[config.mk]
export PLATFORM = sky130hd
export DESIGN_NAME = esampler_period_meter
export DESIGN_NICKNAME = d
export VERILOG_FILES = /design/src/rtl/esampler_period_meter.sv
export SDC_FILE = /design/constraint.sdc
export NUM_CORES = 1
export LEC_CHECK = 0
export CELL_PAD_IN_SITES_DETAIL_PLACEMENT = 1
export CELL_PAD_IN_SITES_GLOBAL_PLACEMENT = 1
export CORE_MARGIN = 5
export CORE_UTILIZATION = 48
export DETAILED_ROUTE_END_ITERATION = 12
export PLACE_DENSITY = 0.95
export SYNTH_ARGS = -nofsm -noshare
export SYNTH_HDL_FRONTEND = slang
export SYNTH_SLANG_ARGS = --single-unit
[constraint.sdc]
create_clock -name osc_out_star -period 4.2 [get_ports osc_out_star]
set_input_delay 0.84 -clock osc_out_star [delete_from_list [all_inputs] [get_ports osc_out_star]]
set_output_delay 0.84 -clock osc_out_star [all_outputs]
set_load 0.02 [all_outputs]
[src/rtl/esampler_period_meter.sv]
// Multi-channel reference period meter: synchronises each aux_clk, flags rising edges as hits
// and measures the reference period (single or 2^AVG_LOG2 periods summed) in osc_out_star cycles.
module esampler_period_meter #(
  parameter int NUM_CH      = 2,
  parameter int CNT_W       = 16,
  parameter int SYNC_STAGES = 2,
  parameter int AVG_LOG2    = 2
) (
  input  logic                    osc_out_star,
  input  logic                    rst_n,
  input  logic [NUM_CH-1:0]       aux_clk,
  input  logic [NUM_CH-1:0]       ch_en,
  input  logic                    accumu_select,
  input  logic [NUM_CH-1:0]       clear_ovf,
  output logic [NUM_CH-1:0]       hit,
  output logic [NUM_CH-1:0]       period_valid,
  output logic [NUM_CH*CNT_W-1:0] period_cnt,
  output logic [NUM_CH-1:0]       overflow
);

  localparam int               K_W     = (AVG_LOG2 > 0) ? AVG_LOG2 : 1;
  localparam logic [K_W-1:0]   K_LAST  = K_W'((1 << AVG_LOG2) - 1);
  localparam logic [CNT_W-1:0] ACC_MAX = '1;

  typedef enum logic [1:0] {S_IDLE, S_ARM, S_MEAS} state_e;

  for (genvar c = 0; c < NUM_CH; c++) begin : g_ch
    state_e                 state_q, state_d;
    logic [SYNC_STAGES-1:0] sync_q;
    logic                   prev_q;
    logic                   hit_d, hit_q;
    logic [CNT_W-1:0]       acc_q, acc_d;
    logic [K_W-1:0]         k_q, k_d;
    logic                   mode_q, mode_d;
    logic [CNT_W-1:0]       res_q, res_d;
    logic                   vld_q, vld_d;
    logic                   ovf_q, ovf_d;
    logic                   ovf_set;

    assign hit_d = sync_q[SYNC_STAGES-1] & ~prev_q & ch_en[c];

    always_comb begin
      state_d = state_q;
      acc_d   = acc_q;
      k_d     = k_q;
      mode_d  = mode_q;
      res_d   = res_q;
      vld_d   = 1'b0;
      ovf_set = 1'b0;
      if (!ch_en[c]) begin
        state_d = S_IDLE;
        acc_d   = '0;
        k_d     = '0;
      end else begin
        case (state_q)
          S_IDLE: state_d = S_ARM;
          S_ARM: begin
            if (hit_d) begin
              acc_d   = CNT_W'(1);
              k_d     = '0;
              mode_d  = accumu_select;
              state_d = S_MEAS;
            end
          end
          S_MEAS: begin
            // A hit takes priority over saturation: it closes or advances the window.
            if (hit_d) begin
              if (!mode_q || (k_q == K_LAST)) begin
                res_d  = acc_q;
                vld_d  = 1'b1;
                acc_d  = CNT_W'(1);
                k_d    = '0;
                mode_d = accumu_select;
              end else begin
                k_d   = k_q + K_W'(1);
                acc_d = acc_q + CNT_W'(1);
              end
            end else if (acc_q == ACC_MAX) begin
              ovf_set = 1'b1;
              acc_d   = '0;
              k_d     = '0;
              state_d = S_ARM;
            end else begin
              acc_d = acc_q + CNT_W'(1);
            end
          end
          default: state_d = S_IDLE;
        endcase
      end
      ovf_d = ovf_set ? 1'b1 : (clear_ovf[c] ? 1'b0 : ovf_q);
    end

    always_ff @(posedge osc_out_star or negedge rst_n) begin
      if (!rst_n) begin
        state_q <= S_IDLE;
        sync_q  <= '0;
        prev_q  <= 1'b0;
        hit_q   <= 1'b0;
        acc_q   <= '0;
        k_q     <= '0;
        mode_q  <= 1'b0;
        res_q   <= '0;
        vld_q   <= 1'b0;
        ovf_q   <= 1'b0;
      end else begin
        state_q <= state_d;
        sync_q  <= {sync_q[SYNC_STAGES-2:0], aux_clk[c]};
        prev_q  <= sync_q[SYNC_STAGES-1];
        hit_q   <= hit_d;
        acc_q   <= acc_d;
        k_q     <= k_d;
        mode_q  <= mode_d;
        res_q   <= res_d;
        vld_q   <= vld_d;
        ovf_q   <= ovf_d;
      end
    end

    assign hit[c]                       = hit_q;
    assign period_valid[c]              = vld_q;
    assign period_cnt[c*CNT_W +: CNT_W] = res_q;
    assign overflow[c]                  = ovf_q;
  end

endmodule

Word-level counts from Yosys, hierarchy flattened
Index checks and enable logic that the tools add are counted.

Register bits: 86. Word-level logic and storage cells: 136.

$add $sub $neg: 4. Eq/ne operators: 24. Mux-type cells: 62. Bitwise operators: 6. Reductions and logical operators: 20.

Operators with widths (count): $mux 16 (10); $pmux 16 s2 (2); $mux 2 (18); $add 16x1->16 const B (2); $eq 16x16->1 const B (2); $mux 1 (26); $ne 3x3->1 const B (6); $ne 2x2->1 const B (6); $pmux 2 s3 (2); $reduce_and 3->1 (4); $reduce_and 5->1 (2); $eq 2x2->1 const B (4); $ne 4x4->1 const B (2); $pmux 2 s2 (2); $reduce_and 4->1 (2); $reduce_bool 2->1 (4); $ne 3x1->1 const B (2); $add 2x1->2 const B (2); $and 1x1->1 (4); $eq 2x1->1 const B (2); $logic_not 2->1 (2); $pmux 1 s2 (2); $reduce_and 2->1 (2); $logic_not 1->1 (2); 2 further kinds (4).

Logic depth before layout (Yosys ltp)
Gate-level depths: netlist of the first run.

Word-level depth: 7. Mapped depth: 8.

Worst setup path after synthesis of the first run
No wires, ideal clock.

Kind: input port to flip-flop. From: input port ch_en[0]. To: register g_ch[0].res_q[0]. Library setup time: 0.125 ns. Arrival time: 1.923 ns. Slack: 2.153 ns. Stages on the path: 4. Path buffers: 1. Cells stage by stage: nand3b_1 nor2_2 buf_2 mux2_2.

Longest elaborated chain between the ends: 2.

RTL lines: start, declared (line 12) `input logic [NUM_CH-1:0] ch_en,`; $and 1x1->1 (line 40) `assign hit_d = sync_q[SYNC_STAGES-1] & ~prev_q & ch_en[c];`; $reduce_and 4->1 (no source line) *; end signal, assigned (line 113) `res_q <= res_d;`; end, declared (line 35) `logic [CNT_W-1:0] res_q, res_d;`.

Every way passes the cells marked *; elsewhere a longest branch is shown, timed or not. A chain may end at the register's enable or synchronous reset.

Worst setup path after layout of the first run
Same ends and word-level chain as after synthesis.

==> results of run 1 <==
-- how the worst max path moves through the flow --
| stage | end | slack, ps | depth (start not counted) |
|---|---|---|---|
| floorplan | g_ch[0].res_q[0] | 2150 | 4 |
| global placement | g_ch[0].res_q[3] | 1240 | 4 |
| detailed placement | g_ch[0].res_q[5] | 1130 | 4 |
| CTS | g_ch[0].res_q[7] | 1510 | 4 |
| global route | g_ch[0].mode_q | 1320 | 5 |
| finish | g_ch[0].res_q[0] | 1510 | 4 |
-- cells by family after synthesis --
group,synth area share
flip-flops,0.5483
adder cells (fa/ha/maj),0.01275
AND/OR/NAND/NOR,0.1619
buffers and inverters,0.03156
XOR/XNOR,0.01785
multiplexers,0.1030
AO/OA/AOI/OAI,0.1246
-- critical path, delay by kind of cell --
kind / cells / cell delay (ps)
muxes: 1 / 420
buffers and inverters: 1 / 600
and+or+nand+nor: 2 / 1060
-- per-stage QoR --
stage | setup WS, ps | cell area (um^2) | util
3_5_place_dp | 1129 | 4432 | 0.5476
4_1_cts | 1513 | 4626 | 0.5716
6_report | 1512 | 4626 | 0.5716
2_1_floorplan | 2153 | 3925 | -
5_1_grt | 1318 | 4626 | 0.5716
3_3_place_gp | 1244 | 4432 | 0.5476
-- synthesized netlist by cell type (all sizes together) (2+ instances only) --
cell	count	area (um^2)
dfrtp	86	2152
mux2	35	394.1
nand2	29	108.9
o21ai	27	135.1
a21oi	16	87.59
nor2	16	65.06
nand4	12	75.07
and3	11	68.82
buf	11	75.07
nand3	11	55.05
nor3	11	55.05
a21o	9	67.56
inv	9	33.78
xor2	6	52.55
a22o	5	43.79
nand2b	5	31.28
o31ai	5	37.54
clkbuf	4	15.01
ha	4	50.05
nor2b	4	25.02
o21a	4	30.03
or3	4	25.02
a211o	3	26.28
nand3b	3	22.52
a211oi	2	15.01
and4	2	17.52
o22ai	2	12.51
or2	2	12.51
xnor2	2	17.52
-- layout by cell type, fill, tap and decap left out, types with 11 or more instances in the layout --
master	count
nand2_1	29
mux2_2	35
dfrtp_1	86
o21ai_0	27
nand3_1	11
clkdlybuf4s50_1	45
a21oi_1	14
and3_1	11
nor2_1	14
clkbuf_8	11
nand4_1	12
nor3_1	11
-- layout make-up --
cell class	instances	area [um^2]	area share
Clock buffer	11	151.4	0.03273
Sequential cell	86	2152	0.4652
Multi-Input combinational cell	240	1649	0.3565
Timing Repair Buffer	47	465.4	0.1006
Inverter	9	33.78	0.007303
Clock inverter	5	42.54	0.009197
Tap cell	105	131.4	0.02840
-- layer usage --
metal | GRT usage | wire length (um) | share of wire
met4 | 0.09119 | 280 | 0.030
met2 | 0.3537 | 4929 | 0.53
met1 | 0.2309 | 3813 | 0.41
met5 | 0 | 0 | 0
met3 | 0.03127 | 288 | 0.031
-- where the power goes --
group	switching, mW	internal (mW)
Clock	0.313	0.253
Combinational	0.0552	0.0327
Sequential	0.0141	0.843
-- flip-flops by register name (all words and copies together) (netlist names) --
signal / count
g_ch.acc_q: 32
g_ch.res_q: 32
g_ch.k_q: 4
g_ch.state_q: 4
g_ch.sync_q: 4
g_ch.hit_q: 2
g_ch.mode_q: 2
g_ch.ovf_q: 2
g_ch.prev_q: 2
g_ch.vld_q: 2
==> reports/results.ini, run 1 <==
[run_status]
status=complete, no violations

[worst_hold_path]
hold_class=reg -> reg
hold_depth=0
min_from=g_ch[0].sync_q[0]
hold_path_end=g_ch[0].sync_q[1]

[global_routing]
grt_use_total=0.1975
grt.overflow.total=0
grt_pass1_wl_mm=15.87
grt_pass1_vias=3270
antenna_found_initial=0
grt_max_degree=87

[final_layout]
drive_gt1_frac=0.1583
fin_cells=503
diodes=0
nNetsFinal=406
n_fill_cell=878
area_growth_syn_to_layout_pct=17.85

[cts]
clk_pin_slew_ps=90
cts_root_buf=clkbuf_8
cts_buffer_depth=2
post_cts_buffers=0
clk_latency_ps=360
postCtsHoldBufs=0
cts_resized=0
cts_tree=yes
cts_buffers=9
htreeDepth=3
cts.sinks=86

[power]
vdd_drop_max_uv=186.3
leakagePower_nw=2.124
p_per_area_nw_per_um2=326.7
total_power_mw=1.511

[synth]
netlist_area_um2=3925
yosys_warnings=0
synthesis.nets=363
synth_seq_area_share=0.5483
synth_seq_cells=86
synth_area_per_cell_um2=11.21
netlist_instances=350
synthFlopType=dfrtp_1
synth_edf_count=0
ys_types=42
synthArstFlopShare=1.000

[placed_design]
numPortBuffers=46
dp_hpwl_mm=6.375
gp_congestion=0.8157
numPlacedInstances=487

[critical_path]
cp_max_fo=18
path_cells=clkdlybuf4s50_1, nand3b_1, nor2_2, mux2_2
worst-setup-path-type=in -> reg
crit_path_end_kind=register
cp_data_arrival_time_ps=2940
timing.rr.end=g_ch[1].acc_q[13]
worstSetupStartpointType=input port
timing.rr.start=g_ch[1].acc_q[0]
crit_required_ps=4450
r2r_cells=6
crit_start=ch_en[0]
cp_slowest_stage_delay_ps=790
r2r_slack_ps=1840
slowest_stage=nor2_2

[run]
cap_violations=0

[floorplanning]
start_util=0.4850
die_x_um=100.4
die_area_um2=10090
ios=47
core_um2=8093
placementRows=33
die_h_um=100.4

[route]
drc_errors=0
drt-total-wl_mm=9.312
vias=2963
postRouteAntennaNets=0
first_iter_violations=71
viasPerCell=5.891
wl_per_cell_um=18.51
dr.pass1.iters=4

[timing]
hold_violations=0
setup_violations=0
maxSlewViolCount=0
fin_crit_sh=0.6400
skew_ps=12.24
grt_setup_unrepaired=false
setup_tns_ps=0
slew_headroom=0.2914
holdWs_ps=354.0
period_needed_ps=2688
worst_pin_slew_ps=1063
max_freq_mhz=372.0

Note: power is estimated with default switching activity, not from simulation.
==> run 2: changes to the inputs <==
Settings changed: CORE_UTILIZATION 48 to 40, PLACE_DENSITY 0.95 to 0.87.
Clock period 4.2 ns to 2.4 ns, I/O delays scaled along.
==> reports/results.ini, run 2 (synthesis results as in run 1) <==
[timing]
setup_tns_ps=0  ; unchanged
hold_violations=0  ; unchanged
skew_ps=9.018  ; -3.223 ps
max_freq_mhz=469.6
worst_pin_slew_ps=713.7  ; -349.1 ps
fin_crit_sh=0.8873
maxSlewViolCount=0  ; unchanged
slew_headroom=0.5242  ; +0.2328
grt_setup_unrepaired=false
setup_violations=0  ; unchanged
period_needed_ps=2130

[floorplanning]
die_area_um2=11890  ; +18%
die_x_um=109.1  ; +8.6%
start_util=0.4053  ; -0.07971
die_h_um=109.1  ; +8.6%
ios=47  ; unchanged
core_um2=9684  ; +20%
placementRows=36  ; +9.1%

[final_layout]
fin_cells=546  ; +8.5%
fin_area_um2=4768  ; +3.1%
area_growth_syn_to_layout_pct=21.49
fin_util=0.4924  ; -0.07921
final_cell_mix=dfrtp_1 (86), clkdlybuf4s50_1 (45), mux2_2 (35), nand2_1 (29), o21ai_0 (27)
diodes=0  ; unchanged
final_common_cell=dfrtp_1
drive_gt1_frac=0.1889  ; +0.03057
reg_top3=g_ch.acc_q x32, g_ch.res_q x32
nNetsFinal=421  ; +3.7%
n_fill_cell=1069  ; +22%

[cts]
cts.sinks=86  ; unchanged
cts_buffer_depth=2  ; unchanged
cts_tree=yes
clk_latency_ps=370  ; about the same
htreeDepth=3  ; unchanged
cts_root_buf=clkbuf_8
cts_resized=0  ; unchanged
post_cts_buffers=0  ; unchanged
postCtsHoldBufs=0  ; unchanged
clk_pin_slew_ps=100  ; about the same
cts_buffers=9  ; unchanged

[route]
wl_per_cell_um=17.01  ; -8.1%
vias=2998  ; +1.2%
first_iter_violations=84  ; +18%
dr.pass1.iters=4  ; unchanged
drt-total-wl_mm=9.289  ; -0.25%
postRouteAntennaNets=0  ; unchanged
viasPerCell=5.491  ; -6.8%
drc_errors=0  ; unchanged

[placed_design]
dp_hpwl_mm=6.459  ; +1.3%
dpl_cell_area_um2=4579  ; +3.3%
gp_congestion=0.8559  ; +4.9%
numPortBuffers=46  ; unchanged
numPlacedInstances=530  ; +8.8%

[power]
internal_power_mw=1.966  ; +74%
clockPowerShare=0.374  ; about the same
combinationalPowerShare=0.065  ; +0.007
switchingPower_mw=0.6998  ; +83%
leakagePower_nw=2.195  ; +3.3%
total_power_mw=2.666  ; +76%
p_per_area_nw_per_um2=559.0  ; +71%
vdd_drop_max_uv=220.2  ; +18%
swShare=0.2625  ; +0.009235
seqPwrFrac=0.561  ; -0.006

[critical_path]
cp_slowest_stage_delay_ps=470  ; -320 ps
cp.depth=6  ; +2
cp_data_arrival_time_ps=2390  ; -550 ps
cp_max_fo=10  ; -8
crit_required_ps=2660  ; -1790 ps
critPathTopFamily=simple AND/OR/NAND/NOR gates
worst-setup-path-type=reg -> reg
cp_num_buf_inv=0  ; -1
r2r_cells=6  ; unchanged
slowest_stage=nor4b_4
crit_path_end_kind=register
path_cells=ha_1, nand3_1, nor4b_4, a21oi_2, and3_1, a211o_1
worstSetupStartpointType=register

[global_routing]
grt.overflow.total=0  ; unchanged
grt_pass1_vias=3234  ; -1.1%
grt_pass1_wl_mm=15.97  ; +0.60%
grt_max_degree=57  ; -34%
grt_use_total=0.1715  ; -0.02605
antenna_found_initial=0  ; unchanged

[run_status]
status=complete, no violations

[run]
cap_violations=0  ; unchanged

[worst_hold_path]
hold_class=in -> async

## run 2: cell count changes in the layout (fill, tap and decap cells not counted)
| cell | delta |
|---|---|
| buf_4 | +15 |
| inv_6 | +3 |
| clkinv_4 | -2 |
| clkbuf_8 | -1 |
## run 2: worst register-to-register path: cells and delay by family (launching register included)
| kind | cells | cell delay, ps |
|---|---|---|
| AND/OR/NAND/NOR | 3 | 880 |
| flip-flops | 1 | 420 |
| AO/OA/AOI/OAI | 2 | 480 |
| adder cells (fa/ha/maj) | 1 | 240 |
## run 2: final timing paths
kind	from	end	slack (ps)
min in group osc_out_star	g_ch[0].sync_q[0]	g_ch[0].sync_q[1]	360
setup / recovery	g_ch[1].acc_q[1]	g_ch[1].acc_q[13]	270
max in group asynchronous	rst_n	g_ch[0].res_q[0]	1600
setup reg to reg	g_ch[1].acc_q[1]	g_ch[1].acc_q[13]	270
hold reg to reg	g_ch[0].sync_q[0]	g_ch[0].sync_q[1]	360
hold / removal	rst_n	g_ch[1].res_q[2]	160
## run 2: metrics by stage
stage                     setup slack, ps  hold slack [ps]
after global placement              275.2            336.3
after detailed placement            208.6            337.2
final                               270.4            160.9
after global routing                152.4            212.9
after CTS                           277.8            171.0
after floorplan                     522.5            184.4
## run 2: power by group through the flow
stage                     sequential [mW]  combinational [mW]  clock [mW]
after floorplan                      1.52              0.0826           0
after CTS                            1.50               0.176        1.03
after global routing                 1.50               0.194        1.10
after detailed placement             1.52               0.174           0
final                                1.50               0.173       0.997
after global placement               1.52               0.167           0
## run 2: final cells by class
type	instances	area [um^2]	share of cell area
sequential	86	2152	0.4513
multi-input combinational	240	1649	0.3458
timing repair buffer	62	578.1	0.1212
tap	133	166.4	0.03490
clock buffer	10	137.6	0.02886
clock inverter	6	51.30	0.01076
inverter	9	33.78	0.007085
## run 2: routing by layer
layer / routed length (um) / track usage / share of wire
met3: 397 / 0.04204 / 0.043
met4: 153 / 0.06583 / 0.016
met5: 0 / 0 / 0
met2: 4896 / 0.3022 / 0.53
met1: 3842 / 0.2003 / 0.41
